`config.mk`:
```
export PLATFORM = sky130hd
export DESIGN_NAME = line_buf_ctrl
export DESIGN_NICKNAME = d
export VERILOG_FILES = /design/src/rtl/line_buf_ctrl_pkg.sv /design/src/rtl/line_buf_port_mux.sv /design/src/rtl/line_buf_ctrl.sv
export SDC_FILE = /design/constraint.sdc
export NUM_CORES = 1
export LEC_CHECK = 0
export CAP_MARGIN = 25
export CORE_ASPECT_RATIO = 0.8
export CORE_MARGIN = 1.5
export CORE_UTILIZATION = 41
export CTS_CLUSTER_SIZE = 10
export DETAILED_ROUTE_END_ITERATION = 16
export PLACE_DENSITY = 0.81
export SLEW_MARGIN = 40
export SYNTH_ARGS = -nofsm -noshare
export SYNTH_HDL_FRONTEND = slang
export SYNTH_SLANG_ARGS = --single-unit
```
`constraint.sdc`:
```
create_clock -name clk -period 4.3 [get_ports clk]
set_input_delay 1.075 -clock clk [delete_from_list [all_inputs] [get_ports clk]]
set_output_delay 1.075 -clock clk [all_outputs]
set_load 0.01 [all_outputs]
```
`src/rtl/line_buf_ctrl_pkg.sv`:
```
// Shared video package: line-buffer controller state encoding.
package line_buf_ctrl_pkg;

  // CLEAR sweeps both banks to the transparent value; RUN serves draw/display traffic.
  typedef enum logic {
    ST_CLEAR = 1'b0,
    ST_RUN   = 1'b1
  } lbc_state_e;

endpackage

```
`src/rtl/line_buf_port_mux.sv`:
```
// Maps logical sweep / clear-write / display-read / draw-write requests onto
// physical RAM ports a and b. Priority per bank: sweep, clear-write, read, draw.
module line_buf_port_mux #(
  parameter int PIX_AW = 8,
  parameter int DW     = 8
) (
  input  logic              bank_sel,
  input  logic              sweep_en,
  input  logic [PIX_AW-1:0] sweep_addr,
  input  logic [DW-1:0]     sweep_data,
  input  logic              clr_en,
  input  logic              clr_bank,
  input  logic [PIX_AW-1:0] clr_addr,
  input  logic [DW-1:0]     clr_data,
  input  logic              rd_req,
  input  logic [PIX_AW-1:0] rd_addr,
  input  logic              wr_req,
  input  logic [PIX_AW-1:0] wr_addr,
  input  logic [DW-1:0]     wr_data,
  output logic              a_act,
  output logic              a_rd,
  output logic [PIX_AW-1:0] a_addr,
  output logic [DW-1:0]     a_data,
  output logic              b_act,
  output logic              b_rd,
  output logic [PIX_AW-1:0] b_addr,
  output logic [DW-1:0]     b_data
);

  logic [1:0]        act;
  logic [1:0]        rd;
  logic [PIX_AW-1:0] addr [2];
  logic [DW-1:0]     data [2];

  // Per-bank arbitration; index 0 is bank a, index 1 is bank b.
  always_comb begin
    for (int k = 0; k < 2; k++) begin
      act[k]  = 1'b0;
      rd[k]   = 1'b0;
      addr[k] = '0;
      data[k] = '0;
      if (sweep_en) begin
        act[k]  = 1'b1;
        addr[k] = sweep_addr;
        data[k] = sweep_data;
      end else if (clr_en && (clr_bank == 1'(k))) begin
        act[k]  = 1'b1;
        addr[k] = clr_addr;
        data[k] = clr_data;
      end else if (rd_req && (bank_sel == 1'(k))) begin
        act[k]  = 1'b1;
        rd[k]   = 1'b1;
        addr[k] = rd_addr;
      end else if (wr_req && (bank_sel != 1'(k))) begin
        act[k]  = 1'b1;
        addr[k] = wr_addr;
        data[k] = wr_data;
      end
    end
  end

  assign a_act  = act[0];
  assign a_rd   = rd[0];
  assign a_addr = addr[0];
  assign a_data = data[0];
  assign b_act  = act[1];
  assign b_rd   = rd[1];
  assign b_addr = addr[1];
  assign b_data = data[1];

endmodule

```
`src/rtl/line_buf_ctrl.sv`:
```
// Double-banked sprite line buffer controller. One bank is displayed (and
// cleared behind the display read) while the sprite engine draws the other.
// Handshake: a write is accepted in any cycle where wr_valid && wr_ready; the
// master holds wr_x/wr_pix until accepted. rd_en is a strobe with no back-pressure.
module line_buf_ctrl
  import line_buf_ctrl_pkg::*;
#(
  parameter int             PIX_AW    = 8,
  parameter int             DW        = 8,
  parameter logic [DW-1:0]  CLEAR_VAL = '0
) (
  input  logic              clk,
  input  logic              reset,
  input  logic              hblank_start,
  input  logic              wr_valid,
  output logic              wr_ready,
  input  logic [PIX_AW-1:0] wr_x,
  input  logic [DW-1:0]     wr_pix,
  input  logic              rd_en,
  input  logic [PIX_AW-1:0] rd_x,
  output logic [DW-1:0]     rd_pix,
  output logic              rd_pix_valid,
  output logic [PIX_AW-1:0] a_addr,
  output logic [DW-1:0]     a_data,
  output logic              a_cen,
  output logic              a_oen,
  output logic              a_wen,
  input  logic [DW-1:0]     a_q,
  output logic [PIX_AW-1:0] b_addr,
  output logic [DW-1:0]     b_data,
  output logic              b_cen,
  output logic              b_oen,
  output logic              b_wen,
  input  logic [DW-1:0]     b_q,
  output logic              dbg_state
);

  lbc_state_e        state_q, state_d;
  logic [PIX_AW-1:0] cnt_q, cnt_d;
  logic              bank_sel_q, bank_sel_d;
  logic              pend_q, pend_d;
  logic              pend_ram_q, pend_ram_d;
  logic              pend_bank_q, pend_bank_d;
  logic [PIX_AW-1:0] pend_x_q, pend_x_d;
  logic [DW-1:0]     rd_pix_q, rd_pix_d;
  logic              rd_valid_q, rd_valid_d;
  logic [PIX_AW-1:0] a_addr_q, a_addr_d, b_addr_q, b_addr_d;
  logic [DW-1:0]     a_data_q, a_data_d, b_data_q, b_data_d;

  logic              run, sweep_en, clr_en, rd_req, wr_req, conflict;
  logic              m_a_act, m_a_rd, m_b_act, m_b_rd;
  logic [PIX_AW-1:0] m_a_addr, m_b_addr;
  logic [DW-1:0]     m_a_data, m_b_data;

  assign run      = !reset && (state_q == ST_RUN);
  assign sweep_en = !reset && (state_q == ST_CLEAR);
  // The trailing clear-write owns its bank; if that is now the draw bank, stall writes.
  assign clr_en   = !reset && pend_q && pend_ram_q;
  assign conflict = clr_en && (pend_bank_q != bank_sel_q);
  assign wr_ready = run && !conflict;
  // Transparent pixels are consumed without touching the RAM.
  assign wr_req   = wr_valid && wr_ready && (wr_pix != CLEAR_VAL);
  assign rd_req   = run && rd_en;

  line_buf_port_mux #(.PIX_AW(PIX_AW), .DW(DW)) u_mux (
    .bank_sel   (bank_sel_q),
    .sweep_en   (sweep_en),
    .sweep_addr (cnt_q),
    .sweep_data (CLEAR_VAL),
    .clr_en     (clr_en),
    .clr_bank   (pend_bank_q),
    .clr_addr   (pend_x_q),
    .clr_data   (CLEAR_VAL),
    .rd_req     (rd_req),
    .rd_addr    (rd_x),
    .wr_req     (wr_req),
    .wr_addr    (wr_x),
    .wr_data    (wr_pix),
    .a_act      (m_a_act),
    .a_rd       (m_a_rd),
    .a_addr     (m_a_addr),
    .a_data     (m_a_data),
    .b_act      (m_b_act),
    .b_rd       (m_b_rd),
    .b_addr     (m_b_addr),
    .b_data     (m_b_data)
  );

  // Idle ports keep the last address/data driven on them.
  assign a_cen  = !m_a_act;
  assign a_oen  = !(m_a_act && m_a_rd);
  assign a_wen  = !(m_a_act && !m_a_rd);
  assign a_addr = m_a_act ? m_a_addr : a_addr_q;
  assign a_data = m_a_act ? m_a_data : a_data_q;
  assign b_cen  = !m_b_act;
  assign b_oen  = !(m_b_act && m_b_rd);
  assign b_wen  = !(m_b_act && !m_b_rd);
  assign b_addr = m_b_act ? m_b_addr : b_addr_q;
  assign b_data = m_b_act ? m_b_data : b_data_q;

  assign rd_pix       = rd_pix_q;
  assign rd_pix_valid = rd_valid_q;
  assign dbg_state    = state_q;

  // Next-state: sweep counter, bank swap, read pipeline and port hold values.
  always_comb begin
    state_d     = state_q;
    cnt_d       = cnt_q;
    bank_sel_d  = hblank_start ? !bank_sel_q : bank_sel_q;
    pend_d      = rd_en;
    pend_ram_d  = rd_en && (state_q == ST_RUN);
    pend_bank_d = rd_en ? bank_sel_q : pend_bank_q;
    pend_x_d    = rd_en ? rd_x : pend_x_q;
    rd_valid_d  = pend_q;
    rd_pix_d    = rd_pix_q;
    if (pend_q) begin
      if (pend_ram_q) rd_pix_d = pend_bank_q ? b_q : a_q;
      else            rd_pix_d = CLEAR_VAL;
    end
    case (state_q)
      ST_CLEAR: begin
        cnt_d = cnt_q + 1'b1;
        if (&cnt_q) state_d = ST_RUN;
      end
      default: state_d = ST_RUN;
    endcase
    a_addr_d = a_addr;
    a_data_d = a_data;
    b_addr_d = b_addr;
    b_data_d = b_data;
  end

  // State registers; reset restarts the sweep and cancels any in-flight read.
  always_ff @(posedge clk) begin
    if (reset) begin
      state_q     <= ST_CLEAR;
      cnt_q       <= '0;
      bank_sel_q  <= 1'b0;
      pend_q      <= 1'b0;
      pend_ram_q  <= 1'b0;
      pend_bank_q <= 1'b0;
      pend_x_q    <= '0;
      rd_pix_q    <= CLEAR_VAL;
      rd_valid_q  <= 1'b0;
      a_addr_q    <= '0;
      a_data_q    <= '0;
      b_addr_q    <= '0;
      b_data_q    <= '0;
    end else begin
      state_q     <= state_d;
      cnt_q       <= cnt_d;
      bank_sel_q  <= bank_sel_d;
      pend_q      <= pend_d;
      pend_ram_q  <= pend_ram_d;
      pend_bank_q <= pend_bank_d;
      pend_x_q    <= pend_x_d;
      rd_pix_q    <= rd_pix_d;
      rd_valid_q  <= rd_valid_d;
      a_addr_q    <= a_addr_d;
      a_data_q    <= a_data_d;
      b_addr_q    <= b_addr_d;
      b_data_q    <= b_data_d;
    end
  end

endmodule

```
==> results.sh <==
export IMPL_status="completed"
export IMPL_synthFlopType="dfxtp_1"
export IMPL_vdd_drop_max_mv=0.137
export IMPL_area_growth_pct=48.2
export IMPL_end_kind="output pin"
export IMPL_cp_start_kind="input pin"
export IMPL_antenna_cells=0
export IMPL_fmax_mhz=235
export IMPL_dpl_hpwl_mm=6.35
export IMPL_avgSynthCellArea_um2=8.77
export IMPL_setup_slack_ps=52.6
export IMPL_hp_class="flop to flop"
export IMPL_drt_initial_drc_count=196
export IMPL_initial_utilization=0.420
export IMPL_finalClockSkew_ps=5.39
export IMPL_wirelength_mm=8.81
export IMPL_critical_path_startpoint="wr_pix[4]"
export IMPL_cts_buffer_depth=2
export IMPL_cap_viol_max_count=0
export IMPL_grt_pass1_vias=2937
export IMPL_gr_total_overflow=0
export IMPL_cp_slowest_cell="clkdlybuf4s50_1"
export IMPL_cp_required_ps=3220
export IMPL_synth_cell_types=41
export IMPL_grt_max_degree=68
export IMPL_coreArea_um2=7360
export IMPL_synth_top_area_share=0.402
export IMPL_hold_viol_final=0
export IMPL_cts_sinks=62
export IMPL_p_per_area_nw_per_um2=293
export IMPL_p_leak_nw=2.09
export IMPL_cts_root_buf="clkbuf_8"
export IMPL_worst_slew_pin_slew_ps=631
export IMPL_cts_buffers=9
export IMPL_crit_fanout=9
export IMPL_grt_use_total=0.224
export IMPL_relSlewSlack=0.578
export IMPL_mostFrequentLayoutCells="clkdlybuf4s50_1 (68), dfxtp_1 (62), nor2_1 (51)"
export IMPL_ys_seq_elements=62
export IMPL_final_design_area_no_fill_um2=4580
export IMPL_grt_pass1_wl_mm=14.1
export IMPL_path_class="input pin to output pin"
export IMPL_fin_crit_sh=0.988
export IMPL_crit_family="buffers and inverters"
export IMPL_row_count=28
export IMPL_cpPeakStageDelay_ps=530
export IMPL_clkLatencyLatePin_ps=340
export IMPL_cts_htree_levels=3
export IMPL_final_common_cell="clkdlybuf4s50_1"
export IMPL_async_flop_share=0
export IMPL_io_buffers=93
export IMPL_synthCells=352
export IMPL_nNetsFinal=509
export IMPL_crit_path_cell_trace="clkdlybuf4s50_1, nor4_2, a211oi_2, buf_4, a21oi_4, buf_4, a21o_1, clkdlybuf4s50_1"
export IMPL_wl_per_cell_um=15.8
export IMPL_seq_area_frac_synth=0.402
export IMPL_die_h_um=80.6
export IMPL_postPlaceCellArea_um2=4230
export IMPL_slew_violations=0
export IMPL_synth_top_area_cell="dfxtp_1"
export IMPL_ioPinCount=94
export IMPL_r2r_start="pend_q"
export IMPL_dr_pass1_iters=4
export IMPL_synth_edf_count=0
export IMPL_place_congestion=0.908
export IMPL_syn_num_nets=398
export IMPL_routed_via_density=5.41
export IMPL_clk_pin_slew_worst_paths_ps=60
export IMPL_cp_arrival_ps=3170
export IMPL_timing_final_crit_period_ps=4250
export IMPL_synth_cell_area_um2=3090
export IMPL_chipWidth_um=100
export IMPL_drive_gt1_frac=0.184
export IMPL_rsz0062_at_grt="true"
export IMPL_post_route_util=0.622
export IMPL_ys_warn_count=0
export IMPL_antenna_found_initial=0
export IMPL_drc_errors=0
export IMPL_hp_start="b_addr_q[2]"
export IMPL_critPathBufInv=4
export IMPL_power_w=0.00134
export IMPL_synth_area_leaders="dfxtp_1 (40%), nor2_1 (6.2%), nor2b_1 (5.9%)"
export IMPL_drtAntennaViolNets=0
export IMPL_die_area_um2=8060
export IMPL_setup_violations=0
export IMPL_cts_tree="done"
export IMPL_num_vias=3016
export IMPL_place_ws_ps=-112
==> logic make-up after synthesis <==
kind of cell,synth area share
AOI/OAI and AO/OA,0.216
xor gates and xnor gates,0.0255
adders and majority gates,0.00405
buffers and inverters,0.0499
DFF,0.402
muxes,0.0584
and+or+nand+nor,0.244
==> sequential cells by signal, indices dropped and copies added (netlist names) <==
signal        count
pend_bank_q       1
dbg_state         1
cnt_q             8
rd_pix_valid      1
b_addr_q          8
pend_q            1
pend_x_q          8
a_addr_q          8
a_data_q          8
b_data_q          8
bank_sel_q        1
rd_pix            8
pend_ram_q        1
==> metrics by stage <==
step                TNS, ps  instances  hold slack (ps)
finish                    0        558              459
floorplan                 0        352              427
CTS                       0        557              459
detailed placement    -1220        538              443
global route           -100        558              471
global placement       -896        538              436
==> cells in the mapped netlist, types with 2 or more instances <==
| master | n |
|---|---|
| a211oi_2 | 8 |
| a21o_1 | 14 |
| a21oi_1 | 35 |
| a21oi_4 | 2 |
| a221o_1 | 2 |
| a22o_1 | 15 |
| a31oi_1 | 11 |
| and2_1 | 5 |
| and3_1 | 2 |
| buf_1 | 2 |
| buf_2 | 6 |
| buf_6 | 5 |
| clkbuf_1 | 12 |
| dfxtp_1 | 62 |
| mux2_2 | 8 |
| mux2i_1 | 9 |
| nand2_1 | 6 |
| nand2b_1 | 3 |
| nand3_1 | 29 |
| nor2_1 | 51 |
| nor2b_1 | 29 |
| nor3_1 | 7 |
| nor4_1 | 2 |
| nor4bb_1 | 2 |
| or2_2 | 2 |
| xnor2_1 | 4 |
| xor2_1 | 5 |
==> worst register-to-register path, cell delays in order (launching register included) <==
cell	delay, ps
dfxtp_1	600
and2_1	450
a21oi_4	190
and2_2	320
buf_4	160
nor3_4	310
a21o_1	180
==> final timing paths <==
path / to / slack, ps / cells after the start
hold reg to reg: b_addr_q[2] / 460 / 1
setup reg to reg: b_addr_q[6] / 2030 / 6
hold / removal: b_addr_q[2] / 460 / 1
setup / recovery: b_addr[7] / 50 / 8
==> power breakdown <==
part           switching (W)  total, W  leakage (nW)  internal [W]
registers          0.0000186  0.000612         0.506      0.000593
clock network       0.000221  0.000517         0.106      0.000297
logic              0.0000940  0.000209          1.47      0.000115
==> layout make-up <==
type	count	area (um2)
fill	633	2780
timing repair buffer	126	1260
clock inverter	4	45.0
multi-input combinational	262	1760
tap	90	113
inverter	2	7.51
sequential	62	1240
clock buffer	12	155
==> repair_timing <==
item / CTS / global route
gates resized for setup: 12 / 24
hold endpoints to repair: 0 / 0
buffers inserted: 3 / 1
pin swaps: 9 / 5
setup endpoints to repair: 27 / 30
hold buffers: 0 / 0
==> layer usage <==
layer / GRT usage / vias to the layer above / part of all wire
met5: 0 / - / 0
met2: 0.376 / 122 / 0.47
li1: - / 1466 / -
met4: 0.0592 / 0 / 0.0045
met3: 0.0653 / 6 / 0.075
met1: 0.281 / 1422 / 0.45
No activity file was read; power rests on OpenSTA's default activity.
